==> src/rtl/match_ctl.sv <==
// match_ctl: Pong match flow controller.
// Owns the match state machine (idle/serve/play/pause/over), the two score
// counters, the frame-timed serve delay and the registered winner flag.
// Every output comes straight from a register; no input reaches an output
// combinationally.
module match_ctl #(
   parameter int SCORE_W     = 4,
   parameter int WIN_SCORE   = 3,
   parameter int SERVE_DELAY = 60
) (
   input  logic               clk,
   input  logic               rst,
   input  logic               frame_tick,
   input  logic               button,
   input  logic               pause,
   input  logic               serve_req,
   input  logic               goal_p1,
   input  logic               goal_p2,
   output logic [2:0]         state,
   output logic [SCORE_W-1:0] score_p1,
   output logic [SCORE_W-1:0] score_p2,
   output logic [1:0]         winner,
   output logic               ball_enable,
   output logic               ball_reset,
   output logic               serve_dir
);

   localparam int CNT_W = $clog2(SERVE_DELAY + 1);

   localparam logic [CNT_W-1:0]   DELAY_V = CNT_W'(SERVE_DELAY);
   localparam logic [CNT_W-1:0]   CNT_ONE = CNT_W'(1);
   localparam logic [CNT_W-1:0]   CNT_ZERO = '0;
   localparam logic [SCORE_W-1:0] WIN_V   = SCORE_W'(WIN_SCORE);
   localparam logic [SCORE_W-1:0] SC_ONE  = SCORE_W'(1);
   localparam logic [SCORE_W-1:0] SC_ZERO = '0;
   localparam logic [SCORE_W-1:0] SC_MAX  = '1;

   typedef enum logic [2:0] {
      S_IDLE  = 3'd0,
      S_SERVE = 3'd1,
      S_PLAY  = 3'd2,
      S_PAUSE = 3'd3,
      S_OVER  = 3'd4
   } state_t;

   state_t             cur;
   state_t             nxt;
   logic               button_q;
   logic               pause_q;
   logic               armed;
   logic               btn_rise;
   logic               pse_rise;
   logic [CNT_W-1:0]   cnt;
   logic [CNT_W-1:0]   cnt_nxt;
   logic [SCORE_W-1:0] s1_nxt;
   logic [SCORE_W-1:0] s2_nxt;
   logic [1:0]         winner_nxt;
   logic               dir_nxt;

   // Saturating score increment: holds at all-ones instead of wrapping.
   function automatic logic [SCORE_W-1:0] sat_inc(input logic [SCORE_W-1:0] v);
      if (v == SC_MAX) begin
         return v;
      end else begin
         return v + SC_ONE;
      end
   endfunction

   // Input history for rising-edge detection. 'armed' masks the first clock
   // after reset so a button held through reset never looks like a press.
   always_ff @(posedge clk or posedge rst) begin
      if (rst) begin
         button_q <= 1'b0;
         pause_q  <= 1'b0;
         armed    <= 1'b0;
      end else begin
         button_q <= button;
         pause_q  <= pause;
         armed    <= 1'b1;
      end
   end

   assign btn_rise = button & ~button_q & armed;
   assign pse_rise = pause & ~pause_q;

   // Next-state, counter and score decisions for the match flow.
   always_comb begin
      nxt        = cur;
      cnt_nxt    = cnt;
      s1_nxt     = score_p1;
      s2_nxt     = score_p2;
      winner_nxt = winner;
      dir_nxt    = serve_dir;
      case (cur)
         S_IDLE: begin
            s1_nxt     = SC_ZERO;
            s2_nxt     = SC_ZERO;
            winner_nxt = 2'b00;
            if (btn_rise) begin
               nxt     = S_SERVE;
               cnt_nxt = DELAY_V;
            end else begin
               nxt = S_IDLE;
            end
         end
         S_SERVE: begin
            if (cnt == CNT_ZERO) begin
               if (serve_req) begin
                  nxt = S_PLAY;
               end else begin
                  nxt = S_SERVE;
               end
            end else if (frame_tick) begin
               cnt_nxt = cnt - CNT_ONE;
            end else begin
               cnt_nxt = cnt;
            end
         end
         S_PLAY: begin
            if (goal_p1 && goal_p2) begin
               // A let: replay the serve, nobody scores.
               nxt     = S_SERVE;
               cnt_nxt = DELAY_V;
            end else if (goal_p1) begin
               s1_nxt = sat_inc(score_p1);
               if (s1_nxt == WIN_V) begin
                  nxt        = S_OVER;
                  winner_nxt = 2'b01;
               end else begin
                  nxt     = S_SERVE;
                  cnt_nxt = DELAY_V;
                  dir_nxt = 1'b1;
               end
            end else if (goal_p2) begin
               s2_nxt = sat_inc(score_p2);
               if (s2_nxt == WIN_V) begin
                  nxt        = S_OVER;
                  winner_nxt = 2'b10;
               end else begin
                  nxt     = S_SERVE;
                  cnt_nxt = DELAY_V;
                  dir_nxt = 1'b0;
               end
            end else if (pse_rise) begin
               nxt = S_PAUSE;
            end else begin
               nxt = S_PLAY;
            end
         end
         S_PAUSE: begin
            if (btn_rise) begin
               nxt        = S_IDLE;
               s1_nxt     = SC_ZERO;
               s2_nxt     = SC_ZERO;
               winner_nxt = 2'b00;
            end else if (pse_rise) begin
               nxt = S_PLAY;
            end else begin
               nxt = S_PAUSE;
            end
         end
         S_OVER: begin
            if (btn_rise) begin
               nxt        = S_IDLE;
               s1_nxt     = SC_ZERO;
               s2_nxt     = SC_ZERO;
               winner_nxt = 2'b00;
            end else begin
               nxt = S_OVER;
            end
         end
         default: begin
            nxt        = S_IDLE;
            cnt_nxt    = CNT_ZERO;
            s1_nxt     = SC_ZERO;
            s2_nxt     = SC_ZERO;
            winner_nxt = 2'b00;
            dir_nxt    = 1'b0;
         end
      endcase
   end

   // State, counters and flag outputs; flags decode the next state so they
   // change on the same edge as the state itself.
   always_ff @(posedge clk or posedge rst) begin
      if (rst) begin
         cur         <= S_IDLE;
         cnt         <= CNT_ZERO;
         score_p1    <= SC_ZERO;
         score_p2    <= SC_ZERO;
         winner      <= 2'b00;
         serve_dir   <= 1'b0;
         ball_enable <= 1'b0;
         ball_reset  <= 1'b1;
      end else begin
         cur         <= nxt;
         cnt         <= cnt_nxt;
         score_p1    <= s1_nxt;
         score_p2    <= s2_nxt;
         winner      <= winner_nxt;
         serve_dir   <= dir_nxt;
         ball_enable <= (nxt == S_PLAY);
         ball_reset  <= (nxt == S_IDLE) || (nxt == S_SERVE);
      end
   end

   assign state = cur;

endmodule

==> config.mk <==
export PLATFORM = sky130hd
export DESIGN_NAME = match_ctl
export DESIGN_NICKNAME = d
export VERILOG_FILES = /design/src/rtl/match_ctl.sv
export SDC_FILE = /design/constraint.sdc
export NUM_CORES = 1
export LEC_CHECK = 0
export CAP_MARGIN = 20
export CORE_MARGIN = 4
export CORE_UTILIZATION = 45
export CTS_CLUSTER_SIZE = 16
export DETAILED_ROUTE_END_ITERATION = 8
export GPL_TIMING_DRIVEN = 1
export PLACE_DENSITY = 0.72
export SLEW_MARGIN = 0
export SYNTH_ARGS = -nofsm -noshare
export SYNTH_HDL_FRONTEND = slang
export SYNTH_SLANG_ARGS = --single-unit
==> constraint.sdc <==
create_clock -name clk -period 1.94 [get_ports clk]
set_input_delay 0.194 -clock clk [delete_from_list [all_inputs] [get_ports clk]]
set_output_delay 0.194 -clock clk [all_outputs]
set_load 0.05 [all_outputs]
==> results of run 1 <==
per-layer routing:
layer	part of all wire [%]	vias up	global-route usage, %
li1	-	678	-
met1	45	678	22.8
met2	50	35	32.1
met5	0	-	0
met4	0.85	0	5.28
met3	3.9	5	2.64
placed cells by master (no fill, tap or decap), types with 4 or more instances in the layout:
cell             count
nand2b_1             5
buf_4               28
nand3_1              4
dfrtp_1             18
dfrtp_2              6
nand2_1             10
a31oi_1              4
a21oi_1             15
inv_1                6
o21ai_1              8
nor2_1              19
clkdlybuf4s50_1     21
logic make-up after synthesis:
family          Yosys count  synth area share, %
xor+xnor                  2                 1.23
mux                       3                 2.11
flops                    25                 44.1
simple gates             66                 25.2
compound gates           47                 20.4
fa+ha+maj                 3                 2.64
buf+inv                  14                 4.05
other cells               1                0.264
worst max-delay path by stage:
stage | start | endpoint | slack, ps | depth (start not counted)
after floorplan | score_p1[0] | cnt[3] | 4 | 8
after global placement | goal_p1 | cnt[2] | 10 | 7
after detailed placement | score_p1[0] | cnt[5] | -20 | 8
after CTS | score_p1[0] | cnt[2] | 30 | 7
after global routing | cnt[0] | ball_enable | -110 | 8
final | score_p1[0] | cnt[2] | 8 | 7
sequential cells by signal, summed over array words and instances, names as in the netlist:
register and flops:
armed 1, ball_enable 1, ball_reset 1, button_q 1, cnt 6, pause_q 1
score_p1 4, score_p2 4, serve_dir 1, state 3, winner 2
power breakdown:
group / switching [mW] / internal (mW)
clock: 0.155 / 0.0804
sequential: 0.0595 / 0.599
combinational: 0.406 / 0.394
total: 0.621 / 1.07
worst max-delay path: stages, from the launching register on:
cell and delay, ps:
dfrtp_2 450, ha_4 190, xor2_2 170, and4b_1 230, o21ai_1 140, nand4_1 220, or3_4 400, nand3_1 90
layout make-up:
type | instances | area share [%]
clock buffers | 4 | 1.31
inverters | 7 | 1.31
multi-input cells | 122 | 41.0
flip-flops and latches | 25 | 31.7
well taps | 44 | 2.75
repair buffers | 51 | 22.0
repair_timing:
action                                  CTS  global route
gates resized for setup                   1            14
pin swaps                                 1             6
buffers inserted                          2             4
gates cloned                              0             0
endpoints found under the setup margin    7             7
per-stage QoR:
stage | power, mW | utilization, % | setup TNS, ps | hold slack (ps)
3_3_place_gp | 1.28 | 61.4 | 0 | 463
3_5_place_dp | 1.31 | 61.4 | -42.5 | 499
5_1_grt | 1.83 | 66.2 | -513 | 230
4_1_cts | 1.57 | 62.8 | 0 | 230
6_report | 1.69 | 66.2 | 0 | 214
2_1_floorplan | 1.09 | - | 0 | 220
==> flow_summary.toml, run 1 <==
[outcome]
status = "finished clean"

[synthesis]
synth_top_area_share_pct = 42.3
synth-edff-count = 0
synth_common_cells = "dfrtp_1, nor2_1, a21oi_1, nand2_1, o21ai_1"
netlist_instances = 161
synthTopCellsByArea = "dfrtp_1, a21oi_1, nor2_1"
syn_area_um2 = 1420
synth_cell_types = 43
synth.avg_cell_area_um2 = 8.83
synth.most_common_cell = "dfrtp_1"
yosys.area.top_type = "dfrtp_1"
async_reset_ff_share_pct = 100
syn-num-nets = 172
ys.flop_type = "dfrtp_1"
ys_ff_latch = 25
ys_seq_area_share_pct = 44.1
yosysWarnings = 0

[detailed_routing]
vias = 1396
routed_wl_um = 3520
first_pass_iters = 5
viasPerCell = 5.52
post_drt_wl_per_cell_um = 13.9
drt_iter0_markers = 45
ant_nets = 0
drc = 0

[sta]
slew_headroom_pct = 65.7
final.min_clock_period_ps = 1930
finalHoldViolCount = 0
worstMarginPinSlew_ps = 512
skew_ps = 1.26
rsz0062_at_grt = "yes"
setup_violations = 0
fin_ws_ps = 8.31
drv_slew = 0
fmax_ghz = 0.518
period_share_pct = 99.6

[placement]
gp_congestion = 0.832
dp_slack_ps = -23.2
placed_cells = 243
port_buffers = 23
hpwl_um = 2640
place_area_um2 = 1860

[critical_path]
cp_max_fo = 5
worst-r2r-setup-slack_ps = 8
reg2regPathDepth = 7
cp-end-kind = "register"
worstPathRequired_ps = 2200
worstReg2RegEnd = "cnt[2]"
r2r_start = "score_p1[0]"
crit_type = "reg2reg"
cp.arrival_ps = 2200
startpoint_type = "register"

[floorplanning]
die_area_um2 = 4120
die_h_um = 64.2
initial_core_util_pct = 46.9
core_area_um2 = 3030
row_count = 20
die_w_um = 64.2
num_io_pins = 24

[run]
drv_cap = 0

[finish]
regArea_um2 = 634
final_cells = 253
n_antenna_cell = 0
fill_cells = 266
nNetsFinal = 221
drive_gt1_share_pct = 26.3
multiInputGateArea_um2 = 821
postLayoutCellArea_um2 = 2000
areaGrowthSynthToFinish_pct = 40.9

[cts]
cts_buffers = 3
cts-root-buf = "clkbuf_4"
cts.htree.levels = 1
postCtsHoldBufs = 0
cts_tree = "built"
clk_path_buf_depth = 2
clkTransAtPathRegs_ps = 130
clock_latency_ps = 320
clock_sinks = 25

[hold_path]
worstHoldPathType = "in2async"

[grt]
grt.overflow.total = 0
grt_max_degree = 26
antenna_found_initial = 0
grt_pass1_wl_um = 6080
gr-usage-all-layers_pct = 18.1
grt_pass1_vias = 1400

[power_and_ir_drop]
power_density_nw_per_um2 = 846
power_leakage_nw = 0.861
peakVddDrop_mv = 0.606
No activity file was read; power rests on OpenSTA's default activity.
==> inputs of run 2 (changes only) <==
==> constraint.sdc (replaced) <==
create_clock -name clk -period 1.7 [get_ports clk]
set_input_delay 0.17 -clock clk [delete_from_list [all_inputs] [get_ports clk]]
set_output_delay 0.17 -clock clk [all_outputs]
set_load 0.05 [all_outputs]
==> run 2 against run 1 <==
Against the previous run:
- largest cell class unchanged
- register-to-register slack got worse by 320 ps
- combinational power rose by 40%
- clock skew increased by 5.5 ps
- the run now ends with setup timing left
- die area unchanged
- power is 28% higher
- cell count rose by 11%
- sequential power rose by 15%
- maximum frequency shrank 3.8%
- critical path depth is 1 higher
==> flow_summary.toml, run 2 (synthesis gave the netlist of run 1 again) <==
[finish]
regArea_um2 = 636
final_util_pct = 74.6
postLayoutCellArea_um2 = 2260
areaGrowthSynthToFinish_pct = 58.9
regMostFlops = "cnt"
final_cells = 280
fill_cells = 220
multiInputGateArea_um2 = 873
nNetsFinal = 248
largest_reg_flops = 6
largestRegisters = "cnt (6), score_p1 (4), score_p2 (4)"
n_antenna_cell = 0
mostFrequentLayoutCells = "buf_4, dfrtp_1, nor2_1"
layout_commonest_cell = "buf_4"
drive_gt1_share_pct = 46.2

[cts]
clock_latency_ps = 340
clock_sinks = 25
cts_tree = "built"
cts-root-buf = "clkbuf_4"
cts_buffers = 3
cts.htree.levels = 1
clkTransAtPathRegs_ps = 150
postCtsHoldBufs = 0
clk_path_buf_depth = 2

[critical_path]
cp_max_fo = 6
startpoint_type = "register"
worstPathRequired_ps = 1930
cp.arrival_ps = 2240
cp-end-kind = "register"
reg2regPathDepth = 8
crit_type = "reg2reg"

[floorplanning]
num_io_pins = 24
initial_core_util_pct = 46.9
die_area_um2 = 4120
die_h_um = 64.2
die_w_um = 64.2
row_count = 20
core_area_um2 = 3030

[sta]
slew_headroom_pct = 65.9
final.min_clock_period_ps = 2010
drv_slew = 0
period_share_pct = 118
finalHoldViolCount = 0
fmax_ghz = 0.498
setup_violations = 10
timing.hold.ws_ps = 165
fin_ws_ps = -307
skew_ps = 6.72
rsz0062_at_grt = "yes"
worstMarginPinSlew_ps = 511
fin_tns_setup_ps = -1430

[grt]
grt_max_degree = 26
gr-usage-all-layers_pct = 21.4
grt.overflow.total = 0
grt_pass1_wl_um = 7030
antenna_found_initial = 0
grt_pass1_vias = 1529

[detailed_routing]
ant_nets = 0
vias = 1564
post_drt_wl_per_cell_um = 16.2
drc = 0
viasPerCell = 5.59
drt_iter0_markers = 78
first_pass_iters = 4
routed_wl_um = 4550

[run]
drv_cap = 0

[hold_path]
worstHoldPathType = "in2async"

[placement]
gp_congestion = 0.828
placed_cells = 270
port_buffers = 23
hpwl_um = 3060
place_area_um2 = 2050
dp_slack_ps = -213

[outcome]
failed_checks = "setup timing"
status = "complete, but fails checks"

[power_and_ir_drop]
power_leakage_nw = 1.08
peakVddDrop_mv = 0.838
power_density_nw_per_um2 = 960
power_mw = 2.17
-- run 2: cell types whose count changed in the layout (fill, tap and decap cells not counted), moves of 2 or more --
cell / change
buf_4: +34
clkdlybuf4s50_1: -14
a21oi_1: -4
a21oi_2: +4
buf_6: +4
nor2_1: -4
nor2_2: +4
o21ai_2: +4
dlymetal6s2s_1: +3
o21ai_1: -3
o21ai_0: -2
or3_1: -2
or3_4: +2
-- run 2: power breakdown --
group	switching, mW	internal (mW)
Clock	0.200	0.0904
Combinational	0.550	0.572
Sequential	0.0707	0.684
Total	0.820	1.35
-- run 2: worst max-delay path: stages, from the launching register on --
cell	delay [ps]
dfrtp_2	450
ha_4	180
xor2_2	130
and4b_1	220
o21ai_1	130
nand4_1	230
buf_6	220
o21ai_1	200
o31ai_2	120
-- run 2: cell type report --
type / count / share of cell area (%)
clock buffers: 3 / 0.997
repair buffers: 78 / 28.3
flip-flops and latches: 25 / 28.1
well taps: 44 / 2.44
inverters: 7 / 1.16
clock inverters: 1 / 0.332
multi-input cells: 122 / 38.7
-- run 2: per-layer routing --
metal  track usage (%)  wire length, um  part of all wire [%]  vias up
li1                  -                -                     -      738
met1              29.4             1930                    42      757
met2              35.6             2260                    50       58
met3              1.76              237                   5.2       11
met4              7.12              119                   2.6        0
met5                 0                0                     0        -
-- run 2: repair_timing --
item,in CTS,in global routing
setup buffers,4,2
pin swaps,5,10
resized for setup,8,28
endpoints found under the setup margin,10,21
-- run 2: final timing paths --
kind                                   from          to  slack, ps
worst max-delay path            score_p1[0]      cnt[5]       -310
worst min-delay path                    rst       armed        160
worst max register to register  score_p1[0]      cnt[5]       -310
worst min register to register    serve_dir   serve_dir        540
max in group asynchronous               rst  ball_reset       1250
min in group clk                      pause     pause_q        300
==> inputs of run 3 (changes only) <==
--- a/config.mk
+++ b/config.mk
@@ -7,11 +7,10 @@
 export LEC_CHECK = 0
 export CAP_MARGIN = 20
 export CORE_MARGIN = 4
-export CORE_UTILIZATION = 45
+export CORE_UTILIZATION = 30
 export CTS_CLUSTER_SIZE = 16
 export DETAILED_ROUTE_END_ITERATION = 8
 export GPL_TIMING_DRIVEN = 1
-export PLACE_DENSITY = 0.72
 export SLEW_MARGIN = 0
 export SYNTH_ARGS = -nofsm -noshare
 export SYNTH_HDL_FRONTEND = slang
==> constraint.sdc (replaced) <==
create_clock -name clk -period 1.6 [get_ports clk]
set_input_delay 0.16 -clock clk [delete_from_list [all_inputs] [get_ports clk]]
set_output_delay 0.16 -clock clk [all_outputs]
set_load 0.05 [all_outputs]
==> run 3 against run 2 <==
Against the previous run:
- the run still ends with setup timing left
- critical path type unchanged
- maximum frequency increased by 7.0%
- clock-buffer cell count unchanged
- wire length decreased by 12%
- critical endpoint is now cnt[2]
- design area increased by 3.9%
- global-route usage decreased by 8.2 points
- utilization decreased by 22 points
- largest cell class unchanged
==> flow_summary.toml, run 3 (synthesis gave the netlist of run 1 again) <==
[outcome]
status = "complete, but fails checks"
failed_checks = "setup timing"

[detailed_routing]
post_drt_wl_per_cell_um = 13.9
first_pass_iters = 4
routed_wl_um = 4010
drt_iter0_markers = 83
ant_nets = 0
viasPerCell = 5.09
drc = 0
vias = 1470

[grt]
gr-usage-all-layers_pct = 13.2
grt_pass1_vias = 1387
antenna_found_initial = 0
grt_max_degree = 26
grt_pass1_wl_um = 6390
grt.overflow.total = 0

[cts]
cts-root-buf = "clkbuf_8"
clkTransAtPathRegs_ps = 90
clock_latency_ps = 270
cts_tree = "built"
cts.htree.levels = 1
clk_path_buf_depth = 2
cts_buffers = 3
clock_sinks = 25

[finish]
largestRegisters = "cnt (6), score_p1 (4), score_p2 (4)"
nNetsFinal = 249
drive_gt1_share_pct = 49.8
layout_commonest_cell = "buf_4"
largest_reg_flops = 6
final_cells = 289
regMostFlops = "cnt"
multiInputGateArea_um2 = 907
fill_cells = 435
regArea_um2 = 636
areaGrowthSynthToFinish_pct = 65.1
n_antenna_cell = 0
mostFrequentLayoutCells = "buf_4, dfrtp_1, nor2_1"

[critical_path]
worstPathRequired_ps = 1820
startpoint_type = "register"
cp.arrival_ps = 2090
crit_type = "reg2reg"
cp_max_fo = 8
cp-end-kind = "register"

[floorplanning]
initial_core_util_pct = 31.8
row_count = 24
die_h_um = 76.8
die_w_um = 76.8
num_io_pins = 24
die_area_um2 = 5900
core_area_um2 = 4470

[sta]
finalHoldViolCount = 0
skew_ps = 1.79
rsz0062_at_grt = "yes"
fmax_ghz = 0.533
fin_tns_setup_ps = -2050
final.min_clock_period_ps = 1880
setup_violations = 11
period_share_pct = 117
fin_ws_ps = -275
drv_slew = 0

[run]
drv_cap = 0

[power_and_ir_drop]
power_density_nw_per_um2 = 1030
peakVddDrop_mv = 0.573
power_leakage_nw = 1.06

[placement]
gp_congestion = 0.871
placed_cells = 283
port_buffers = 23
hpwl_um = 2930

[hold_path]
worstHoldPathType = "in2async"
[run 3: worst paths after layout]
kind	start	end	slack, ps	cells after the start
min in group clk	pause	pause_q	350	1
worst min-delay path	rst	score_p1[0]	230	3
worst min register to register	cnt[5]	cnt[5]	500	2
worst max-delay path	score_p1[1]	cnt[2]	-280	8
max in group asynchronous	rst	ball_reset	1070	3
worst max register to register	score_p1[1]	cnt[2]	-280	8
[run 3: layer usage]
layer  global-route usage [%]  vias to the layer above  routed length (um)  part of all wire (%)
met5                        0                        -                   0                     0
met4                     4.35                        0                  61                   1.5
met3                     1.52                       10                 114                   2.8
met2                     20.6                       32                1900                    47
met1                     19.0                      688                1930                    48
li1                         -                      740                   -                     -
[run 3: per-stage QoR]
| step | setup slack [ps] | cell area [um^2] | hold WS (ps) | utilization (%) | total power [mW] |
|---|---|---|---|---|---|
| 6_report | -275 | 2350 | 231 | 52.4 | 2.41 |
| 5_1_grt | -396 | 2350 | 268 | 52.4 | 2.58 |
| 4_1_cts | -256 | 2240 | 245 | 50.0 | 2.24 |
| 3_5_place_dp | -246 | 2110 | 483 | 47.1 | 1.75 |
| 3_3_place_gp | -230 | 2110 | 472 | 47.1 | 1.75 |
| 2_1_floorplan | -271 | 1460 | 186 | - | 1.33 |
[run 3: what timing repair did]
action | in CTS | in global routing
setup endpoints to repair | 12 | 14
buffers inserted | 1 | 3
pin swaps | 4 | 17
hold buffers | 0 | 0
gates resized for setup | 17 | 25
[run 3: cell type report]
type                       count  share of cell area, %
timing repair buffer          79                   28.4
sequential                    25                   27.1
multi-input combinational    122                   38.7
tap                           52                   2.77
clock inverter                 1                  0.213
clock buffer                   3                   1.76
inverter                       7                   1.12
[run 3: worst max-delay path, stage by stage (launching register included)]
cell,delay [ps]
dfrtp_2,440
ha_4,170
xor2_1,160
and4b_1,240
o21ai_1,130
nand4_1,110
buf_6,160
or3_4,340
nand3_2,80
[run 3: power by group]
part,leakage [nW],internal (mW),total (mW),switching [mW]
clock network,0.0255,0.175,0.391,0.217
registers,0.308,0.727,0.788,0.0615
logic,0.727,0.639,1.23,0.591
